## config.mk

```make
export PLATFORM = sky130hd
export DESIGN_NAME = mmio_uart_ctrl
export DESIGN_NICKNAME = d
export VERILOG_FILES = /design/src/rtl/mmio_uart_ctrl.sv
export SDC_FILE = /design/constraint.sdc
export NUM_CORES = 1
export LEC_CHECK = 0
export BUFFER_PORTS_ARGS = -buffer_cell sky130_fd_sc_hd__buf_4
export CORE_ASPECT_RATIO = 1.75
export CORE_MARGIN = 3
export CORE_UTILIZATION = 32
export DETAILED_ROUTE_END_ITERATION = 6
export SLEW_MARGIN = 10
export SYNTH_ARGS = -nofsm -noshare
export SYNTH_HDL_FRONTEND = slang
export SYNTH_SLANG_ARGS = --single-unit
```

## constraint.sdc

```tcl
create_clock -name clk -period 4.1 [get_ports clk]
set_input_delay 0.82 -clock clk [delete_from_list [all_inputs] [get_ports clk]]
set_output_delay 0.82 -clock clk [all_outputs]
set_load 0.01 [all_outputs]
```

## src/rtl/mmio_uart_ctrl.sv

```systemverilog
// mmio_uart_ctrl: memory-mapped IO slave for the MIPS150 core.
// Sits behind the datapath's memory-map decode and turns X-stage IO loads and
// stores into register accesses. Load data is registered so it appears in the
// M stage with the same one-cycle latency as DMEM. Bytes move between the core
// and an external UART through a TX FIFO and an RX FIFO.
// Optional feature macro: MMIO_COUNTERS_EN adds the CYCLE and INSTR counters;
// without it those offsets read as zero and writes to them are ignored.
module mmio_uart_ctrl #(
   parameter int unsigned FIFO_DEPTH = 8,
   parameter logic [3:0]  IO_BASE    = 4'h8
) (
   input  logic        clk,
   input  logic        rst,
   input  logic [31:0] io_addr,
   input  logic [3:0]  io_we,
   input  logic        io_re,
   input  logic [31:0] io_wdata,
   output logic [31:0] io_rdata,
   input  logic        instr_retire,
   output logic [7:0]  ua_tx_data,
   output logic        ua_tx_valid,
   input  logic        ua_tx_ready,
   input  logic [7:0]  ua_rx_data,
   input  logic        ua_rx_valid,
   output logic        ua_rx_ready
);

   localparam int unsigned AW      = $clog2(FIFO_DEPTH);
   localparam logic [AW:0] PTR_ONE = {{AW{1'b0}}, 1'b1};

   // Register offsets expressed as word indices (io_addr[7:2])
   localparam logic [5:0] OFF_STATUS = 6'h00;
   localparam logic [5:0] OFF_RXDATA = 6'h01;
   localparam logic [5:0] OFF_TXDATA = 6'h02;
   localparam logic [5:0] OFF_CYCLE  = 6'h04;
   localparam logic [5:0] OFF_INSTR  = 6'h05;

   logic        sel;
   logic [5:0]  wordOff;
   logic        anyWrite;
   logic        statusRead;
   logic        rxRead;
   logic        txWrite;
   logic        cycleWrite;
   logic        instrWrite;

   logic [7:0]  txMem_q [FIFO_DEPTH];
   logic [AW:0] txWrPtr_q, txWrPtr_d;
   logic [AW:0] txRdPtr_q, txRdPtr_d;
   logic        txEmpty, txFull, txPop, txPush, txDrop;

   logic [7:0]  rxMem_q [FIFO_DEPTH];
   logic [AW:0] rxWrPtr_q, rxWrPtr_d;
   logic [AW:0] rxRdPtr_q, rxRdPtr_d;
   logic        rxEmpty, rxFull, rxPop, rxPush;

   logic [31:0] readWord;
   logic [31:0] rdata_q, rdata_d;
   logic        overflow_q, overflow_d;
   logic [31:0] cycleCount;
   logic [31:0] instrCount;

   logic        unusedInputBits;

   assign unusedInputBits = ^{io_addr[27:8], io_addr[1:0], io_wdata[31:8]};

   // Address decode: the top nibble selects the block, bits 7:2 pick the word
   assign sel        = (io_addr[31:28] == IO_BASE);
   assign wordOff    = io_addr[7:2];
   assign anyWrite   = (io_we != 4'b0000);
   assign statusRead = sel && io_re && (wordOff == OFF_STATUS);
   assign rxRead     = sel && io_re && (wordOff == OFF_RXDATA);
   assign txWrite    = sel && anyWrite && (wordOff == OFF_TXDATA);
   assign cycleWrite = sel && anyWrite && (wordOff == OFF_CYCLE);
   assign instrWrite = sel && anyWrite && (wordOff == OFF_INSTR);

   // TX FIFO: full when indices match but the wrap bits differ. A pop in the
   // same cycle frees a slot, so a store to a full FIFO is still accepted.
   assign txEmpty   = (txWrPtr_q == txRdPtr_q);
   assign txFull    = (txWrPtr_q[AW-1:0] == txRdPtr_q[AW-1:0]) &&
                      (txWrPtr_q[AW] != txRdPtr_q[AW]);
   assign txPop     = !txEmpty && ua_tx_ready;
   assign txPush    = txWrite && (!txFull || txPop);
   assign txDrop    = txWrite && txFull && !txPop;
   assign txRdPtr_d = txPop  ? (txRdPtr_q + PTR_ONE) : txRdPtr_q;
   assign txWrPtr_d = txPush ? (txWrPtr_q + PTR_ONE) : txWrPtr_q;

   assign ua_tx_valid = !txEmpty;
   assign ua_tx_data  = txMem_q[txRdPtr_q[AW-1:0]];

   // RX FIFO: ready follows the stored fill level; a byte offered while full
   // is still taken when a core read frees the head slot on the same edge.
   assign rxEmpty   = (rxWrPtr_q == rxRdPtr_q);
   assign rxFull    = (rxWrPtr_q[AW-1:0] == rxRdPtr_q[AW-1:0]) &&
                      (rxWrPtr_q[AW] != rxRdPtr_q[AW]);
   assign rxPop     = rxRead && !rxEmpty;
   assign rxPush    = ua_rx_valid && (!rxFull || rxPop);
   assign rxRdPtr_d = rxPop  ? (rxRdPtr_q + PTR_ONE) : rxRdPtr_q;
   assign rxWrPtr_d = rxPush ? (rxWrPtr_q + PTR_ONE) : rxWrPtr_q;

   assign ua_rx_ready = !rxFull;

   // Byte storage has no reset; the pointers alone decide which entries are live
   always_ff @(posedge clk) begin
      if (txPush) begin
         txMem_q[txWrPtr_q[AW-1:0]] <= io_wdata[7:0];
      end
      if (rxPush) begin
         rxMem_q[rxWrPtr_q[AW-1:0]] <= ua_rx_data;
      end
   end

   // Read mux and next-state for load data and the sticky overflow flag
   always_comb begin
      readWord = 32'h0;
      if (sel) begin
         case (wordOff)
            OFF_STATUS: readWord = {29'h0, overflow_q, !rxEmpty, !txFull};
            OFF_RXDATA: readWord = rxEmpty ? 32'h0 : {24'h0, rxMem_q[rxRdPtr_q[AW-1:0]]};
            OFF_CYCLE:  readWord = cycleCount;
            OFF_INSTR:  readWord = instrCount;
            default:    readWord = 32'h0;
         endcase
      end
      rdata_d    = io_re ? readWord : rdata_q;
      overflow_d = overflow_q;
      if (statusRead) begin
         overflow_d = 1'b0;
      end
      if (txDrop) begin
         overflow_d = 1'b1;
      end
   end

   // Pointer, load-data and overflow registers with synchronous reset
   always_ff @(posedge clk) begin
      if (rst) begin
         txWrPtr_q  <= '0;
         txRdPtr_q  <= '0;
         rxWrPtr_q  <= '0;
         rxRdPtr_q  <= '0;
         rdata_q    <= 32'h0;
         overflow_q <= 1'b0;
      end else begin
         txWrPtr_q  <= txWrPtr_d;
         txRdPtr_q  <= txRdPtr_d;
         rxWrPtr_q  <= rxWrPtr_d;
         rxRdPtr_q  <= rxRdPtr_d;
         rdata_q    <= rdata_d;
         overflow_q <= overflow_d;
      end
   end

   assign io_rdata = rdata_q;

`ifdef MMIO_COUNTERS_EN
   logic [31:0] cycle_q, cycle_d;
   logic [31:0] instr_q, instr_d;

   // A write clears a counter and swallows that cycle's increment
   always_comb begin
      cycle_d = cycleWrite ? 32'h0 : (cycle_q + 32'd1);
      instr_d = instrWrite ? 32'h0 : (instr_retire ? (instr_q + 32'd1) : instr_q);
   end

   // Counter registers with synchronous reset
   always_ff @(posedge clk) begin
      if (rst) begin
         cycle_q <= 32'h0;
         instr_q <= 32'h0;
      end else begin
         cycle_q <= cycle_d;
         instr_q <= instr_d;
      end
   end

   assign cycleCount = cycle_q;
   assign instrCount = instr_q;
`else
   logic unusedCounterInputs;

   assign unusedCounterInputs = ^{instr_retire, cycleWrite, instrWrite};
   assign cycleCount          = 32'h0;
   assign instrCount          = 32'h0;
`endif

endmodule

```

==> results of run 1 <==
-- layer usage --
layer / GRT usage [%] / wire (um) / vias up / part of all wire (%)
met4: 5.09 / 255 / 0 / 2.0
met2: 22.3 / 7400 / 91 / 57
met3: 2.46 / 396 / 19 / 3.0
li1: - / - / 1659 / -
met5: 0 / 0 / - / 0
met1: 13.0 / 4960 / 1772 / 38
-- cells by family after synthesis --
| kind of cell | Yosys count |
|---|---|
| flip-flops | 159 |
| AND/OR/NAND/NOR | 84 |
| multiplexers | 59 |
| buffers and inverters | 48 |
| AO/OA/AOI/OAI | 31 |
| XOR/XNOR | 14 |
| adder cells (fa/ha/maj) | 4 |
| other | 1 |
-- registers in the layout (all words and copies together), names as in the netlist, named ones only --
| register | flops |
|---|---|
| rxRdPtr_q | 4 |
| txMem_q | 64 |
| rxMem_q | 64 |
| txWrPtr_q | 4 |
| txRdPtr_q | 4 |
| io_rdata | 8 |
| rxWrPtr_q | 4 |
| overflow_q | 1 |
-- cell type report --
class | instances | area (um2)
Clock inverter | 14 | 171
Inverter | 4 | 15.0
Tap cell | 248 | 310
Sequential cell | 159 | 4460
Multi-Input combinational cell | 216 | 1990
Fill cell | 1888 | 12500
Timing Repair Buffer | 66 | 495
Clock buffer | 18 | 429
-- through the flow --
step,util [%],hold slack [ps],power (uW),cell area (um2),std cells
2_1_floorplan,-,451,1870,6720,423
5_1_grt,38.7,540,3600,7880,725
4_1_cts,38.7,499,3510,7880,725
6_report,38.7,499,3480,7880,725
3_5_place_dp,35.7,485,1920,7280,693
3_3_place_gp,35.7,474,1920,7280,693
-- worst paths after layout --
path,startpoint,end
setup reg to reg,rxWrPtr_q[0],rxMem_q[5][0]
setup / recovery,flop,ua_tx_data[4]
hold / removal,overflow_q,overflow_q
hold reg to reg,overflow_q,overflow_q
-- critical path, delay by kind of cell, from the launching register on --
family | cells | cell delay (ps)
muxes | 2 | 710
DFF | 1 | 830
buffers and inverters | 1 | 150
-- cell usage after synthesis (5+ instances only) --
master	instances	area [um2]
xnor2_1	5	43.8
a32oi_1	5	43.8
o21ai_0	6	30.0
a21oi_1	9	45.0
nor3_1	6	30.0
buf_4	24	180
nand3_1	8	40.0
nor2_1	20	75.1
xor2_1	9	78.8
nand2b_1	7	43.8
nor2b_1	10	62.6
edfxtp_1	128	3840
dfxtp_1	31	621
mux2_2	21	236
mux4_2	32	721
clkbuf_1	16	60.1
nor4_1	7	43.8
-- power groups by stage --
stage	combinational [uW]	clock (uW)	sequential (uW)
global placement	115	0	1800
global route	133	1700	1770
detailed placement	121	0	1800
finish	120	1590	1770
CTS	121	1620	1770
floorplan	77.2	0	1800
==> impl_metrics.csv, run 1 <==
group,metric,value,unit
final_layout,layout_common_cells,"edfxtp_1, buf_4, mux4_2",
logic_synthesis,synth_edf_count,128,
power,p_seq_share,50.9,%
clocking,clock_path_buffers,2,
power,combPwrFrac,3.4,%
power,power.density,441,nW/um2
drt,wl,13000,um
min_path,hold_class,"flop to flop",
drt,num_vias,3541,
drt,avgViaCountPerCell,4.88,
logic_synthesis,synth_top_family_by_area,"multiplexers",
sta,clock_skew,8.70,ps
final_layout,final_common_cell,"edfxtp_1",
sta,fmax,342,MHz
place,pre_cts_slack,969,ps
clocking,ctsResizeCount,0,
drt,drc,0,
setup_path,worst_setup_path_end_kind,"output pin",
logic_synthesis,yosys-mux-area-fraction,15.4,%
sta,rsz0062_at_grt,"no",
floorplan,num_rows,69,
min_path,hold_depth,2,
final_layout,drive_above_1_share,32.5,%
global_routing,grt_pass1_vias,3706,
sta,maxSlewHeadroom,32.5,%
logic_synthesis,synth_flop_cell,"edfxtp_1",
global_routing,grt_pass1_wl,20400,um
power,pwr-share-clk,45.7,%
run_status,outcome,"completed",
drt,drt_first_iter_violations,179,
sta,post-route-period-util,71.2,%
setup_path,worstPathMaxFanout,16,
place,post-dp-hpwl,9400,um
logic_synthesis,yosys.area_share.simple,7.41,%
logic_synthesis,yosys_warnings,0,
clocking,cts_buffers,17,
floorplan,io_pins,124,
sta,fin_crit,2920,ps
setup_path,startpoint_type,"flop",
sta,setup_ws,1180,ps
clocking,path_clk_slew,60,ps
sta,finalHoldViolations,0,
place,finalWeightedCongestion,0.744,
final_layout,antenna_cells,0,
logic_synthesis,synth_xor_area_share,1.85,%
logic_synthesis,syn_area,6630,um2
setup_path,max_stage_delay,830,ps
clocking,ctsRootBufferMaster,"clkbuf_16",
floorplan,die_h,196,um
setup_path,path_class,"flop to output pin",
logic_synthesis,synth-seq-cells,159,
floorplan,die_area,22600,um2
global_routing,antenna_found_initial,0,
floorplan,die_w,115,um
power,p_switching,751,uW
sta,report.final.slew_viol_count,0,
floorplan,start_util,32.6,%
setup_path,crit_path_top_delay_cell,"dfxtp_1",
power,power.internal,2730,uW
final_layout,num-nets-final,550,
flow_run,drv_cap,0,
power,p_leak,0.00270,uW
drt,antenna_left,0,
power,swShare,21.6,%
final_layout,syn_to_final_growth,18.8,%
clocking,insertion_delay,420,ps
clocking,ctsHoldBuffers,0,
sta,final.setup.tns,0,ps
logic_synthesis,synth_cell_types,44,
clocking,htreeDepth,4,
clocking,tritoncts,"built",
global_routing,grt_max_degree,38,
place,portBuffers,52,
clocking,clkSinkCount,159,
logic_synthesis,synth_compound_area_share,3.13,%
sta,tightest_slew,1000,ps
global_routing,gr-total-overflow,0,
logic_synthesis,synth_fa_ha_area_share,0.754,%
global_routing,grt.total_usage,12.0,%
logic_synthesis,async_reset_ff_share,0,%
setup_path,r2r_setup_slack,1670,ps
power,ir_worst_vdd,0.000235,V
drt,firstDrtPassIters,4,
setup_path,crit_arrival,2100,ps
setup_path,crit_chain,"mux4_2 -> mux2_2 -> buf_4",
logic_synthesis,avgSynthCellArea,16.6,um2
setup_path,rr_worst_depth,5,
logic_synthesis,netlist_instances,400,
floorplan,core_area,20400,um2
setup_path,required,3280,ps
sta,setup_viol,0,
logic_synthesis,seq_area_frac_synth,67.3,%
drt,wl_per_cell,17.9,um
clocking,postCtsSetupBuffers,0,
Power figures use the tool's default switching activity.
==> run 2, diff against run 1 <==
- ABC_AREA: default -> 1
- clock period: 4.1 -> 2.4 ns (I/O delays scaled with it)
==> impl_metrics.csv, run 2 <==
group,metric,value,unit
logic_synthesis,synth_area_leaders,"edfxtp_1, dfxtp_1, nand2_1, nor2_1, o21ai_0",
clocking,clock_path_buffers,2,
sta,clock_skew,7.17,ps
logic_synthesis,synth_xor_area_share,1.65,%
drt,wl,15300,um
logic_synthesis,synth_edf_count,128,
final_layout,final_common_cell,"edfxtp_1",
global_routing,antenna_found_initial,0,
clocking,ctsRootBufferMaster,"clkbuf_16",
logic_synthesis,synth_top_area_cell,"edfxtp_1",
drt,firstDrtPassIters,4,
setup_path,setup.worst_path.end,"ua_tx_data[7]",
sta,rsz0062_at_grt,"no",
final_layout,num-nets-final,812,
logic_synthesis,synth_cell_types,35,
clocking,htreeDepth,4,
min_path,hold_class,"primary input to flop",
power,ir_worst_vdd,0.000493,V
drt,drt_first_iter_violations,204,
drt,antenna_left,0,
min_path,hold_depth,1,
sta,fmax,446,MHz
setup_path,path_class,"flop to output pin",
final_layout,syn_to_final_growth,20.9,%
logic_synthesis,avgSynthCellArea,10.5,um2
setup_path,crit_arrival,1760,ps
clocking,path_clk_slew,60,ps
global_routing,grt.total_usage,13.7,%
floorplan,num_rows,70,
setup_path,required,1920,ps
run_status,outcome,"completed",
clocking,tritoncts,"built",
logic_synthesis,syn_area,6830,um2
drt,avgViaCountPerCell,4.73,
logic_synthesis,async_reset_ff_share,0,%
logic_synthesis,yosys.area_share.simple,18.5,%
final_layout,seq_area,4460,um2
global_routing,gr-total-overflow,0,
logic_synthesis,yosys-mux-area-fraction,0,%
logic_synthesis,yosys_warnings,0,
logic_synthesis,synthTopCellsByCount,"edfxtp_1, nand2_1, nor2_1",
setup_path,worst_setup_path_end_kind,"output pin",
floorplan,core_area,20900,um2
logic_synthesis,netlist_instances,651,
floorplan,die_area,23200,um2
clocking,ctsHoldBuffers,0,
clocking,cts_buffers,17,
power,power.density,765,nW/um2
place,post-dp-hpwl,10600,um
sta,finalHoldViolations,0,
global_routing,grt_pass1_vias,4623,
logic_synthesis,seq_area_frac_synth,65.4,%
sta,post-route-period-util,93.3,%
place,finalWeightedCongestion,0.798,
place,portBuffers,52,
drt,num_vias,4686,
setup_path,startpoint_type,"flop",
power,p_total,6310,uW
sta,setup_viol,0,
power,p_leak,0.00316,uW
final_layout,layout_common_cells,"edfxtp_1, nand2_1, nor2_1",
clocking,insertion_delay,430,ps
final_layout,drive_above_1_share,19.5,%
logic_synthesis,synth_top_family_by_area,"simple AND/OR/NAND/NOR gates",
floorplan,die_h,199,um
flow_run,drv_cap,0,
final_layout,multiInputGateArea,2010,um2
drt,wl_per_cell,15.5,um
global_routing,grt_pass1_wl,23400,um
setup_path,r2r_setup_slack,550,ps
sta,tightest_slew,553,ps
setup_path,timing.rr.start,"txWrPtr_q[2]",
setup_path,rr_worst_depth,7,
setup_path,worstPathMaxFanout,16,
floorplan,io_pins,124,
sta,report.final.slew_viol_count,0,
floorplan,start_util,32.6,%
logic_synthesis,synth_compound_area_share,7.11,%
logic_synthesis,synth-seq-cells,159,
sta,maxSlewHeadroom,63.1,%
setup_path,regToRegEndpoint,"txMem_q[4][6]",
logic_synthesis,synth_fa_ha_area_share,0.733,%
sta,fin_crit,2240,ps
global_routing,grt_max_degree,33,
logic_synthesis,synth_flop_cell,"edfxtp_1",
logic_synthesis,synth_top_area_share,56.3,%
drt,drc,0,
clocking,clkSinkCount,159,
sta,final.setup.tns,0,ps
final_layout,antenna_cells,0,
logic_synthesis,yosysMostFrequentCell,"edfxtp_1",
floorplan,die_w,116,um
final_layout,n_fill_cell,2003,
min_path,hold_path.startpoint,"io_wdata[3]",
-- run 2: how the worst min path moves through the flow --
stage / end / slack [ps]
after global placement: io_rdata[5] / 460
after detailed placement: io_rdata[3] / 460
after global routing: txMem_q[4][7] / 270
final: txMem_q[7][3] / 290
after CTS: rxMem_q[3][5] / 270
after floorplan: rxWrPtr_q[3] / 450
-- run 2: final cells by class --
cell class | instances | share of cell area [%]
Sequential cell | 159 | 54.1
Multi-Input combinational cell | 423 | 24.3
Clock buffer | 20 | 5.41
Timing Repair Buffer | 80 | 8.08
Tap cell | 252 | 3.82
Inverter | 45 | 2.09
Clock inverter | 12 | 2.20
-- run 2: worst max-delay path, cell delays in order, from the launching register on --
cell and delay, ps:
dfxtp_1 390, buf_6 200, o21ai_0 120, o22ai_1 190
nor2_1 60, a31oi_1 210, buf_4 160
-- run 2: cells by family after synthesis --
kind of cell | count (synthesis)
buf+inv | 92
compound gates | 92
xor+xnor | 12
flops | 159
other cells | 1
fa+ha+maj | 4
simple gates | 291
-- run 2: timing repair --
| item | in CTS | in global routing |
|---|---|---|
| hold endpoints to repair | 0 | 0 |
| gates resized for setup | 1 | 1 |
| setup buffers | 0 | 1 |
| setup endpoints to repair | 1 | 2 |
-- run 2: layer usage --
metal | global-route usage (%) | wire length, um
met3 | 3.12 | 636
met4 | 8.13 | 652
met5 | 0 | 0
met1 | 13.4 | 5700
met2 | 25.3 | 8360
-- run 2: stage by stage --
step                      worst slack [ps]  hold slack (ps)  cell area, um2  util [%]  cells
after CTS                             95.1              267            8230      39.3    990
after detailed placement               180              456            7600      36.3    958
final                                  160              288            8250      39.4    991
after global routing                  49.9              270            8250      39.4    991
after global placement                 182              457            7600      36.3    958
after floorplan                       56.8              452            6920         -    674
-- run 2: where the power goes --
group | total [uW] | switching, uW | internal, uW
Clock | 2860 | 1080 | 1780
Sequential | 3030 | 19.5 | 3010
Combinational | 426 | 258 | 168
Total | 6310 | 1360 | 4960
